--- src/rtl/fp_add_arbiter.sv ---
// Round-robin arbiter with per-requester lock that shares one pipelined fp_add among N_REQ requesters.
// Optional macro FP_ADD_ARB_STATS_EN adds saturating issue/stall counters.
`ifndef FP_ADD_LAT
`define FP_ADD_LAT 4
`endif

module fp_add_arbiter #(
  parameter int N_REQ = 4,
  parameter int LAT   = `FP_ADD_LAT,
  parameter int ID_W  = $clog2(N_REQ)
) (
  input  logic                 clk,
  input  logic                 rst,
  input  logic [N_REQ-1:0]     req,
  input  logic [N_REQ-1:0]     req_lock,
  input  logic [32*N_REQ-1:0]  req_a,
  input  logic [32*N_REQ-1:0]  req_b,
  input  logic [N_REQ-1:0]     req_sub,
  output logic [N_REQ-1:0]     gnt,
  output logic [N_REQ-1:0]     rsp_val,
  output logic [31:0]          rsp_data,
  output logic [ID_W-1:0]      rsp_id,
  output logic [31:0]          add_a,
  output logic [31:0]          add_b,
  output logic                 add_sub,
  output logic                 add_en,
  input  logic [31:0]          add_y,
  output logic                 busy
`ifdef FP_ADD_ARB_STATS_EN
  ,
  output logic [31:0]          stall_cnt,
  output logic [31:0]          issue_cnt
`endif
);

  logic [31:0]     a_arr [N_REQ];
  logic [31:0]     b_arr [N_REQ];
  logic [ID_W-1:0] prio_reg;
  logic            locked_reg;
  logic [ID_W-1:0] lock_id_reg;
  logic            lock_hit;
  logic            any_req;
  logic            issue;
  logic [ID_W-1:0] gnt_id;
  logic [ID_W-1:0] cand;
  logic [LAT-1:0]  tag_vld_reg;
  logic [ID_W-1:0] tag_id_reg [LAT];

  genvar gi;
  generate
    for (gi = 0; gi < N_REQ; gi++) begin : g_slice
      assign a_arr[gi] = req_a[32*gi +: 32];
      assign b_arr[gi] = req_b[32*gi +: 32];
    end
  endgenerate

  // Descending scan so the candidate closest to prio_reg is the last writer and wins.
  always_comb begin
    lock_hit = locked_reg && req[lock_id_reg];
    any_req  = 1'b0;
    gnt_id   = '0;
    cand     = '0;
    if (lock_hit) begin
      any_req = 1'b1;
      gnt_id  = lock_id_reg;
    end else begin
      for (int k = N_REQ - 1; k >= 0; k--) begin
        cand = ID_W'((int'(prio_reg) + k) % N_REQ);
        if (req[cand]) begin
          any_req = 1'b1;
          gnt_id  = cand;
        end
      end
    end
  end

  assign issue   = any_req && !rst;
  assign gnt     = issue ? (N_REQ'(1) << gnt_id) : '0;
  assign add_en  = issue;
  assign add_a   = a_arr[gnt_id];
  assign add_b   = b_arr[gnt_id];
  assign add_sub = req_sub[gnt_id];

  always_ff @(posedge clk) begin
    if (rst) begin
      prio_reg    <= '0;
      locked_reg  <= 1'b0;
      lock_id_reg <= '0;
    end else if (issue) begin
      if (!lock_hit)
        prio_reg <= (gnt_id == ID_W'(N_REQ - 1)) ? '0 : gnt_id + 1'b1;
      locked_reg  <= req_lock[gnt_id];
      lock_id_reg <= gnt_id;
    end else if (locked_reg && !req[lock_id_reg]) begin
      // Idle locker gives up the lock so others cannot be starved.
      locked_reg <= 1'b0;
    end
  end

  // Owner tags travel alongside the adder pipeline; results come back in issue order.
  always_ff @(posedge clk) begin
    if (rst) begin
      tag_vld_reg <= '0;
      for (int i = 0; i < LAT; i++) tag_id_reg[i] <= '0;
    end else begin
      tag_vld_reg[0] <= issue;
      tag_id_reg[0]  <= gnt_id;
      for (int i = 1; i < LAT; i++) begin
        tag_vld_reg[i] <= tag_vld_reg[i-1];
        tag_id_reg[i]  <= tag_id_reg[i-1];
      end
    end
  end

  assign rsp_val  = (tag_vld_reg[LAT-1] && !rst) ? (N_REQ'(1) << tag_id_reg[LAT-1]) : '0;
  assign rsp_id   = tag_id_reg[LAT-1];
  assign rsp_data = add_y;
  assign busy     = |tag_vld_reg;

`ifdef FP_ADD_ARB_STATS_EN
  logic [31:0] stall_cnt_reg;
  logic [31:0] issue_cnt_reg;

  always_ff @(posedge clk) begin
    if (rst) begin
      stall_cnt_reg <= '0;
      issue_cnt_reg <= '0;
    end else begin
      if (add_en && issue_cnt_reg != 32'hFFFF_FFFF)
        issue_cnt_reg <= issue_cnt_reg + 32'd1;
      if ((|(req & ~gnt)) && stall_cnt_reg != 32'hFFFF_FFFF)
        stall_cnt_reg <= stall_cnt_reg + 32'd1;
    end
  end

  assign stall_cnt = stall_cnt_reg;
  assign issue_cnt = issue_cnt_reg;
`endif

endmodule

--- config.mk ---
export PLATFORM = sky130hd
export DESIGN_NAME = fp_add_arbiter
export DESIGN_NICKNAME = d
export VERILOG_FILES = /design/src/rtl/fp_add_arbiter.sv
export SDC_FILE = /design/constraint.sdc
export NUM_CORES = 1
export LEC_CHECK = 0
export ABC_AREA = 1
export CAP_MARGIN = 20
export CORE_AREA = 2 2 160 162
export CTS_BUF_LIST = sky130_fd_sc_hd__clkbuf_8
export DETAILED_ROUTE_END_ITERATION = 6
export DIE_AREA = 0 0 162 164
export HOLD_SLACK_MARGIN = 0.12
export PLACE_DENSITY = 0.47
export REMOVE_ABC_BUFFERS = 1
export SYNTH_ARGS = -nofsm -noshare
export SYNTH_HDL_FRONTEND = slang
export SYNTH_SLANG_ARGS = --single-unit
--- constraint.sdc ---
create_clock -name clk -period 7.4 [get_ports clk]
set_clock_uncertainty 0.15 [all_clocks]
set_input_delay 1.85 -clock clk [delete_from_list [all_inputs] [get_ports clk]]
set_output_delay 1.85 -clock clk [all_outputs]
set_load 0.03 [all_outputs]
# Word level (Yosys, flattened, before mapping)
# Memories as Yosys holds them, arrays and structs flattened.
# Index checks and enable logic that the tools add are counted.
# word_totals
ff_bits	9
mem_bits_rw	8
input_bits	302
output_inout_bits	109
elab_cells	76
mem_count	1
# classes
n_addsub	4
n_lt_le_gt_ge	7
eq_ne	1
shift	2
muxes	42
bitwise	6
reduce_logical	9
# mem_list
memory	words	width	read_ports	rd_clocked_by_memory_dff	wr	line	text
tag_id_reg	4	2	4	0	4	47	logic [ID_W-1:0] tag_id_reg [LAT];
# ops
cell	count
$bmux 32 s2	2
$mux 32	4
$mux 2	10
$lt 2x3->1 const B	6
$mux 1	17
$bmux 1 s2	7
$mux 4	2
$shl 1x2->4 const A	2
$add 2x1->2 const B	2
$add 2x2->2 const B	2
$logic_and 1x1->1	4
$or 1x1->1	4
$reduce_or 4->1	1
$ge 3x3->1 const B	1
$not 2->3	1
$eq 2x2->1 const B	1
$logic_not 1->1	2
$reduce_and 2->1	1
$reduce_bool 2->1	1
$not 1->1	1

# Longest topological paths before layout
# depth
ltp_word	12
depth_mapped	16
mapped_depth_nobuf	15

# Worst setup path after synthesis
# Ideal clock, no wire load.
# synth_path
kind	input -> output
start	input port req[1]
end	output port gnt[0]
arrival_ns	3.499
required_time_ns	5.400
path_slack_ns	1.901
path_stages	12
n_path_buf	2
cell_sequence	inv_2 > a21oi_1 > o21ai_1 > nand2_1 > nand2_1 > or2_1 > nand2_4 > buf_6 > buf_2 > ha_1 > inv_1 > nor2_1
# synth_via
elab_chain_len	9
elab_cells_between_ends	24
classes_between	1 x shift; 21 x mux; 2 x reduce/logical
# synth_rtl
item	line	text
start: declaration	14	input logic [N_REQ-1:0] req,
$bmux 1 s2	69	if (req[cand]) begin
$mux 1 (implied by the code)	69	
$mux 2 / $mux 1 (equally long branches) (4 in series)	69	
$mux 2 / $mux 1 (equally long branches)	63	if (lock_hit) begin
$shl 1x2->4 / $logic_and 1x1->1 (equally long branches)	78, 77	
$mux 4 *	78	assign gnt = issue ? (N_REQ'(1) << gnt_id) : '0;
end: declaration	19	output logic [N_REQ-1:0] gnt,
# Mark *: on every way between the ends. The rest lies on a longest branch, timed or not. The select of a mux whose other input is x is not followed.

# Worst setup path after layout
# layout_path
start	input port req[1]
end	output port add_a[16]
# layout_via
elab_chain_len	11
elab_cells_between_ends	20
classes_between	18 x mux; 1 x bitwise; 1 x reduce/logical
# layout_rtl
item	line	text
$bmux 1 s2	69	
$mux 1 (implied by the code)	69	
$mux 2 (4 in series)	69	
$mux 2 *	63	
$not 2->3 (implied by the code) *	80	assign add_a = a_arr[gnt_id];
$bmux 32 s2 *	80	
$mux 32 (implied by the code) * (2 in series)	80	
end: declaration	23	output logic [31:0] add_a,
# Marked as above.

==> reports/results.txt <==
Antenna cells: 0
Final wirelength: 18470 um
Leak Pwr: 3.384 nW
First-pass GRT wire length: 26880 um
Int Pwr: 1.781 mW
Max Cap Viol: 0
Crit. End Element: output port
Hold-fix buffers at CTS: 0
Synth area leaders: inv_1 (15%), nand2_1 (15%), dfxtp_1 (8.6%)
Area growth syn-to-layout: 86.91%
Via-to-Cell Ratio: 3.921
Total congestion overflow: 0
DR DRC count: 0
Commonest register cell after synthesis: dfxtp_1
Most used cell, CP: nand2_1
Slew Limit Fails: 0
Clock sink total: 17
Tot GR Track Use: 13.00%
Synth unique cells: 28
CTS resizes: 0
Area of the multi-input gates: 0.002377 mm^2
Ports: 411
Yosys top cell by area: inv_1
TritonCTS Buffers: 3
Tcrit/Tclk final: 90.72%
Async SR Flop Fraction: 0%
Net Sw Power: 2.618 mW
Syn Std Cell Area: 0.003958 mm^2
Vias in the first global route: 4816
Total iterations of the first detailed-routing run: 4
CTS max path bufs: 2
IR drop worst, VDD: 0.0003177 V
Arrival time at the worst endpoint: 4710 ps
Port Buffers: 346
Status: finished clean
Max incr delay on CP: 600 ps
GPL Wtd Cong: 0.8168
Post-synth EDFFs: 0
Clock tree from TritonCTS: built
HPWL Detailed: 15740 um
Area of the core: 0.02482 mm^2
Switching share of power: 59.51%
Crit path buf inv count: 4
Layout Utilization: 29.80%
Yosys top cell area share: 15.08%
Combinational power share: 95.3%
DIE WIDTH: 162 um
Nets: 1263
Critical path type: input port to output port
Relative max-transition margin: 67.75%
Routed Antenna Nets: 0
Share of layout cells above drive strength 1: 8.891%
Total negative slack: 0 ps
Clock power share: 1.6%
Worst-path maximum fanout: 62
Final setup fails: 0
Final Hold Fails: 0
CP max stage cell: clkdlybuf4s50_1
Fmax: 149.0 MHz
Slew @ Worst Pin: 483.1 ps
Seq. cell area: 340.3 um^2
Clk slew on worst S/H paths: 70 ps
Pin count of the biggest net entering global routing: 63
Hold Crit Class: register to register
Synthesized area per cell: 5.863 um^2
Max FFs per register: 8
Kind of cell adding the most delay to the critical path: buffers and inverters
Drt wl/cell: 14.36 um
Power per Cell Area: 594.7 mW/mm^2
CP Cell Sequence: clkdlybuf4s50_1, inv_2, a21oi_1, o21ai_1, nand2_1, nand2_1, or2_1, nand2_8, buf_12, a21oi_2, o21ai_1, nand2_1, clkdlybuf4s50_1
DRT iter0 DRCs: 186
Startpoint Class: input port
# rows: 58
Reg power frac: 3.1%
Most instantiated library cell after synthesis: inv_1
Clock root cell: clkbuf_8
Setup bufs post-CTS: 0
Initial antenna violation count: 0
Post-route cell area: 0.007397 mm^2
Seq/Total Area, Yosys: 8.599%
YS warnings: 0
Initial Utilization: 15.95%
Die Area: 0.02657 mm^2
Tmin final: 6713 ps
Synth Instances: 675
RSZ-0062 raised after global routing: false
Most frequent cells after synthesis: inv_1 (159), nand2_1 (157), o21ai_1 (54)
Filler cell count: 2788
Worst skew pair latency: 250 ps
Yosys reg bits: 17
Die Height: 164 um
Vias: 5043
Placed cell area: 0.007351 mm^2
Htree depth: 1
CP required: 5400 ps
placed cells by master, fill, tap and decap left out, drive strengths merged:
cell type / instances
a21boi: 1
a21oi: 73
buf: 11
clkbuf: 3
clkdlybuf4s50: 346
clkinv: 1
dfxtp: 17
ha: 4
inv: 163
nand2: 163
nand3: 12
nand3b: 1
nor2: 17
nor3: 5
o211ai: 66
o21ai: 70
o31ai: 1
or2: 2
per-layer routing:
metal | wire (um) | part of all wire (%) | global-route usage (%) | vias to the layer above
met5 | 112 | 0.61 | 3.409 | -
met4 | 102 | 0.55 | 1.046 | 2
met3 | 2199 | 12 | 6.591 | 12
met2 | 8591 | 47 | 22.15 | 238
met1 | 7463 | 40 | 14.97 | 2137
li1 | - | - | - | 2654
logic make-up after synthesis:
kind of cell	synth area share, %
adders and majority gates	1.265
and+or+nand+nor	21.18
DFF	8.600
AOI/OAI and AO/OA	37.18
buffers and inverters	31.77
metrics by stage:
stage	worst slack, ps	instances	hold slack (ps)	total power, mW
after detailed placement	701.2	1282	243.2	4.373
after CTS	683.9	1286	253.4	4.465
final	686.7	1286	251.3	4.399
after floorplan	580.1	595	238.3	2.725
after global placement	693.8	1282	239.0	4.386
after global routing	454.6	1286	265.6	4.768
tightest hold or removal path: stages (launching register included):
cell and delay, ps:
dfxtp_1 300, inv_1 40, nor2_1 30
power groups by stage:
stage | combinational, mW | clock, mW | sequential [mW]
5_1_grt | 4.55 | 0.0757 | 0.140
3_5_place_dp | 4.23 | 0 | 0.139
3_3_place_gp | 4.25 | 0 | 0.139
6_report | 4.19 | 0.0688 | 0.136
4_1_cts | 4.26 | 0.0713 | 0.137
2_1_floorplan | 2.59 | 0 | 0.134
path summary, 6_finish.rpt:
path / endpoint / slack, ps / depth (start not counted) / startpoint
worst max-delay path: add_a[16] / 690 / 13 / req[1]
worst min-delay path: tag_id_reg[0][3] / 250 / 2 / tag_id_reg[0][1]
worst max register to register: prio_reg[1] / 4630 / 14 / prio_reg[0]
worst min register to register: tag_id_reg[0][3] / 250 / 2 / tag_id_reg[0][1]
area by class of cell:
cell class | count | share of cell area, %
repair buffers | 357 | 48.78
clock inverters | 1 | 0.06766
flip-flops and latches | 17 | 4.601
clock buffers | 3 | 0.5582
inverters | 163 | 8.271
well taps | 330 | 5.582
multi-input cells | 415 | 32.14
Power figures use the tool's default switching activity.
